[config.mk]
export PLATFORM = sky130hd
export DESIGN_NAME = msg_reg_arbiter
export DESIGN_NICKNAME = d
export VERILOG_FILES = /design/src/rtl/msg_arb_pkg.sv /design/src/rtl/rr_pick.sv /design/src/rtl/msg_reg_arbiter.sv
export SDC_FILE = /design/constraint.sdc
export NUM_CORES = 1
export LEC_CHECK = 0
export ABC_CLOCK_PERIOD_IN_PS = 2700
export CAP_MARGIN = 30
export CORE_MARGIN = 2
export CORE_UTILIZATION = 39
export CTS_BUF_LIST = sky130_fd_sc_hd__clkbuf_2 sky130_fd_sc_hd__clkbuf_4 sky130_fd_sc_hd__clkbuf_8
export DETAILED_ROUTE_END_ITERATION = 16
export GPL_TIMING_DRIVEN = 0
export PLACE_DENSITY_LB_ADDON = 0.08
export SYNTH_ARGS = -nofsm -noshare
export SYNTH_HDL_FRONTEND = slang
export SYNTH_SLANG_ARGS = --single-unit
[constraint.sdc]
create_clock -name clk -period 2.7 [get_ports clk]
set_clock_uncertainty 0.15 [all_clocks]
set_input_delay 0.81 -clock clk [delete_from_list [all_inputs] [get_ports clk]]
set_output_delay 0.81 -clock clk [all_outputs]
set_load 0.05 [all_outputs]
[src/rtl/msg_arb_pkg.sv]
// Shared types and defaults for the message register arbiter.
package msg_arb_pkg;

    typedef enum logic {
        IDLE  = 1'b0,
        VALID = 1'b1
    } state_t;

    localparam int MSG_W_DEF = 8;
    localparam int NREQ_MAX  = 8;

endpackage

[src/rtl/rr_pick.sv]
// Combinational round-robin picker: first set req at or after ptr, cyclically upward.
module rr_pick #(
    parameter int N  = 4,
    parameter int PW = $clog2(N)
) (
    input  logic [N-1:0]  req,
    input  logic [PW-1:0] ptr,
    output logic          any,
    output logic [PW-1:0] idx
);

    // Scan N positions starting at ptr; the first active requester wins.
    always_comb begin
        int unsigned c;
        c   = 0;
        any = 1'b0;
        idx = '0;
        for (int unsigned k = 0; k < N; k++) begin
            c = (32'(ptr) + k) % 32'(N);
            if (!any && req[c]) begin
                any = 1'b1;
                idx = PW'(c);
            end
        end
    end

endmodule

[src/rtl/msg_reg_arbiter.sv]
// Round-robin arbiter sharing one message holding register among NREQ producers,
// presented to a single consumer with a valid/ready handshake.
// Optional feature: define MSG_ARB_TIMEOUT_EN to discard a message the consumer
// has not taken within TIMEOUT_CYC cycles (pulses msg_drop).
import msg_arb_pkg::*;

module msg_reg_arbiter #(
    parameter int NREQ        = 4,
    parameter int MSG_W       = MSG_W_DEF,
    parameter int TIMEOUT_CYC = 16
) (
    input  logic                    clk,
    input  logic                    reset,
    input  logic [NREQ-1:0]         req,
    input  logic [NREQ*MSG_W-1:0]   msg_in,
    output logic [NREQ-1:0]         ack,
    output logic [MSG_W-1:0]        msg_data,
    output logic                    msg_valid,
    output logic [$clog2(NREQ)-1:0] msg_src,
    input  logic                    msg_ready,
    output logic                    msg_drop,
    output logic                    busy
);

    localparam int SW = $clog2(NREQ);

    // Reject out-of-range configurations at elaboration.
    if (NREQ < 2 || NREQ > NREQ_MAX || TIMEOUT_CYC < 2) begin : g_bad_params
        $error("msg_reg_arbiter: unsupported NREQ/TIMEOUT_CYC");
    end

    state_t          state, state_nxt;
    logic [SW-1:0]   rr_ptr;
    logic [SW-1:0]   src_inc;
    logic [SW-1:0]   pick_ptr;
    logic [SW-1:0]   pick_idx;
    logic            pick_any;
    logic            accept;
    logic            expire;
    logic            release_msg;
    logic            capture;

    assign accept      = (state == VALID) && msg_ready;
    assign release_msg = accept || expire;
    assign src_inc     = (msg_src == SW'(NREQ - 1)) ? '0 : msg_src + SW'(1);
    // On the release edge the search already uses the advanced pointer,
    // so back-to-back captures stay fair without an idle bubble.
    assign pick_ptr    = release_msg ? src_inc : rr_ptr;

    rr_pick #(
        .N  (NREQ),
        .PW (SW)
    ) u_pick (
        .req (req),
        .ptr (pick_ptr),
        .any (pick_any),
        .idx (pick_idx)
    );

`ifdef MSG_ARB_TIMEOUT_EN
    localparam int CNT_W = $clog2(TIMEOUT_CYC);

    logic [CNT_W-1:0] wait_cnt;

    assign expire = (state == VALID) && !msg_ready &&
                    (wait_cnt == CNT_W'(TIMEOUT_CYC - 1));

    // Count consecutive unaccepted VALID cycles since the last capture.
    always_ff @(posedge clk) begin
        if (reset || capture) begin
            wait_cnt <= '0;
        end else if ((state == VALID) && !msg_ready) begin
            wait_cnt <= wait_cnt + CNT_W'(1);
        end
    end
`else
    assign expire = 1'b0;
`endif

    // State register.
    always_ff @(posedge clk) begin
        if (reset) begin
            state <= IDLE;
        end else begin
            state <= state_nxt;
        end
    end

    // Next-state and capture decision.
    always_comb begin
        state_nxt = state;
        capture   = 1'b0;
        case (state)
            IDLE: begin
                if (pick_any) begin
                    capture   = 1'b1;
                    state_nxt = VALID;
                end
            end
            VALID: begin
                if (accept) begin
                    if (pick_any) begin
                        capture = 1'b1;
                    end else begin
                        state_nxt = IDLE;
                    end
                end else if (expire) begin
                    state_nxt = IDLE;
                end
            end
            default: state_nxt = IDLE;
        endcase
    end

    // State-derived outputs.
    always_comb begin
        msg_valid = (state == VALID);
        busy      = (state == VALID);
        msg_drop  = expire;
    end

    // Message register, source index, ack pulse and round-robin pointer.
    always_ff @(posedge clk) begin
        if (reset) begin
            msg_data <= '0;
            msg_src  <= '0;
            ack      <= '0;
            rr_ptr   <= '0;
        end else begin
            ack <= '0;
            if (capture) begin
                msg_data <= msg_in[pick_idx*MSG_W +: MSG_W];
                msg_src  <= pick_idx;
                ack      <= NREQ'(1) << pick_idx;
            end
            if (release_msg) begin
                rr_ptr <= src_inc;
            end
        end
    end

endmodule
==> results.sh <==
export IMPL_crit_slowest_cell="clkdlybuf4s50_1"
export IMPL_worst_slew_pin_transition_ps=560
export IMPL_hp_class="register to register"
export IMPL_worstPathRequired_ps=1740
export IMPL_synthesis_area_um2=998
export IMPL_clk_latency_ps=290
export IMPL_final_min_period_over_clock_period_pct=96.7
export IMPL_post_route_min_period_ps=2610
export IMPL_status="finished clean"
export IMPL_route_final_wire_length_um=2790
export IMPL_n_fill_cell=231
export IMPL_number_of_buffers_inserted_during_clock_tree_synthesis=3
export IMPL_timing_critical_path_arrival_ps=1650
export IMPL_cp_start_kind="register"
export IMPL_synth_warnings=0
export IMPL_h_tree_depth=1
export IMPL_post_route_cell_area_um2=1650
export IMPL_relSlewSlack_pct=62.2
export IMPL_cp_num_buf_inv=1
export IMPL_yosys_cell_types_count=33
export IMPL_gpl_final_weighted_congestion=0.778
export IMPL_final_core_utilization_pct=67.4
export IMPL_critical_path_top_delay_family="buffers and inverters"
export IMPL_globalRoute_totalOverflow=0
export IMPL_mean_post_synth_cell_area_um2=9.98
export IMPL_rsz0062_at_grt="no"
export IMPL_mappedNetlistNets=140
export IMPL_initial_utilization_pct=40.7
export IMPL_hpwl_after_dpl_um=2190
export IMPL_cts_max_path_buffers=2
export IMPL_number_of_storage_elements_in_the_synthesis_netlist=17
export IMPL_synth_compound_gate_area_share_pct=22.3
export IMPL_max_stage_delay_ps=860
export IMPL_die_height_um=54.6
export IMPL_cts_hold_buffers_added=0
export IMPL_critical_path_fanouts_max=9
export IMPL_drcViolationCount=0
export IMPL_pin_count=56
export IMPL_via_cell_ratio=5.31
export IMPL_synth_seq_area_share_pct=34.1
export IMPL_timing_hold_violations_final=0
export IMPL_die_width_um=54.6
export IMPL_setup_total_negative_slack_ps=0
export IMPL_finalSetupViolCount=0
export IMPL_numClockSinks=17
export IMPL_layout_area_overhead_vs_synth_pct=65.7
export IMPL_antenna_violations_before_repair=0
export IMPL_layout_drive_gt1_share_pct=14.2
export IMPL_fin_hold_ws_ps=374
export IMPL_xor_and_xnor_area_share_after_synthesis_pct=0
export IMPL_detail_route_wl_per_cell_um=14.6
export IMPL_synthSimpleGateAreaFrac_pct=18.9
export IMPL_path_cells="clkdlybuf4s50_1"
export IMPL_floorplan_die_area_um2=2980
export IMPL_dr_first_iter_drc_count=18
export IMPL_path_clk_slew_ps=110
export IMPL_dpl_instance_area_um2=1580
export IMPL_muxShareOfSynthArea_pct=19.7
export IMPL_first_global_vias=987
export IMPL_place_port_buffers=54
export IMPL_post_synth_fa_ha_maj_area_fraction_pct=1.25
export IMPL_max_vdd_ir_drop_uv=352
export IMPL_cts_root_buf="clkbuf_4"
export IMPL_detailedRoute_firstPassIterationCount=4
export IMPL_routed_via_count=1019
export IMPL_antenna_diode_count=0
export IMPL_critical_path_endpoint_type="output port"
export IMPL_setup_worst_path_class="register to output port"
export IMPL_tritoncts_clock_tree="done"
export IMPL_report_final_slew_viol_count=0
export IMPL_grt_start_max_net_pins=11
export IMPL_final_net_count=203
export IMPL_grt_use_total_pct=20.6
export IMPL_timing_fmax_mhz=383
export IMPL_synth_top_family_by_area="compound AO/OA/AOI/OAI gates"
export IMPL_ant_nets=0
export IMPL_syn_instance_count=100
export IMPL_powerDensity_nw_per_um2=481
export IMPL_power_leakage_uw=0.000697
export IMPL_grt_pass1_wl_um=4420
export IMPL_cap_violations=0
export IMPL_placement_rows=18
export IMPL_core_area_um2=2450
-- metrics by stage --
stage	worst slack (ps)	total power, µW	instances
global placement	-319	641	184
CTS	2.11	794	190
finish	90.1	796	192
detailed placement	-387	646	184
floorplan	244	510	100
global route	25.6	834	192
-- state kept, by name (all words and copies together) (netlist names) --
| register | count |
|---|---|
| msg_src | 2 |
| busy | 1 |
| msg_data | 8 |
| ack | 4 |
| rr_ptr | 2 |
-- final cells by class --
class	instances	area (µm²)	area share, %
Sequential cell	17	340	20.6
Timing Repair Buffer	58	576	34.8
Clock buffer	3	22.5	1.36
Tap cell	30	37.5	2.27
Clock inverter	1	5.00	0.303
Buffer	5	35.0	2.12
Multi-Input combinational cell	78	638	38.6
-- cells in the mapped netlist --
cell       number  area, µm²
dfxtp_1        17        340
mux2i_1        17        170
nor2_1         12       45.0
nand3b_1       10       75.1
o221ai_1        7       61.3
a21oi_1         4       20.0
nand2_1         3       11.3
buf_4           2       15.0
clkbuf_1        2       7.51
nand2_2         2       12.5
o211ai_1        2       15.0
a211o_1         1       8.76
a211oi_4        1       20.0
a21bo_1         1       10.0
a21bo_2         1       10.0
a21oi_2         1       8.76
a31oi_1         1       6.26
and2_1          1       6.26
and2_4          1       8.76
buf_6           1       11.3
conb_1          1       3.75
ha_1            1       12.5
mux2_2          1       11.3
mux2_4          1       15.0
nand3_1         1       5.00
nand4bb_1       1       11.3
o2111ai_4       1       26.3
o21a_1          1       7.51
o21ai_1         1       5.00
o221ai_2        1       15.0
o41ai_1         1       8.76
or2b_1          1       7.51
or3_1           1       6.26
-- kinds of logic after synthesis --
| family | count (synthesis) |
|---|---|
| and+or+nand+nor | 33 |
| AOI/OAI and AO/OA | 24 |
| muxes | 19 |
| DFF | 17 |
| buffers and inverters | 5 |
| adders and majority gates | 1 |
| other | 1 |
-- layer usage --
metal  global-route usage [%]  share of wire (%)
met3                     4.37                4.7
met4                     6.25                1.2
met5                        0                  0
met2                     37.1                 52
met1                     24.1                 42
-- repair_timing --
item	in CTS	in global routing
buffers inserted	2	2
pin swaps	1	1
cloned	0	0
endpoints found under the setup margin	8	10
resized for setup	2	5
-- power breakdown --
group          switching [µW]  internal (µW)
Combinational             194            168
Sequential               15.7            277
Clock                    86.6           55.1
-- path summary, 6_finish.rpt --
path / startpoint / endpoint / slack, ps / cells past startpoint
max: busy / busy / 90 / 1
min: msg_data[3] / msg_data[3] / 370 / 2
max reg2reg: msg_src[0] / msg_data[1] / 470 / 7
min reg2reg: msg_data[3] / msg_data[3] / 370 / 2
-- placed cells by master (no fill, tap or decap), types with 3 or more instances in the layout --
cell / n
nand3b_1: 10
clkdlybuf4s50_1: 52
clkbuf_4: 3
nand2_1: 3
a21oi_1: 4
o221ai_1: 7
nor2_1: 12
buf_4: 6
mux2i_1: 17
dfxtp_1: 17
Note: power is estimated with default switching activity, not from simulation.
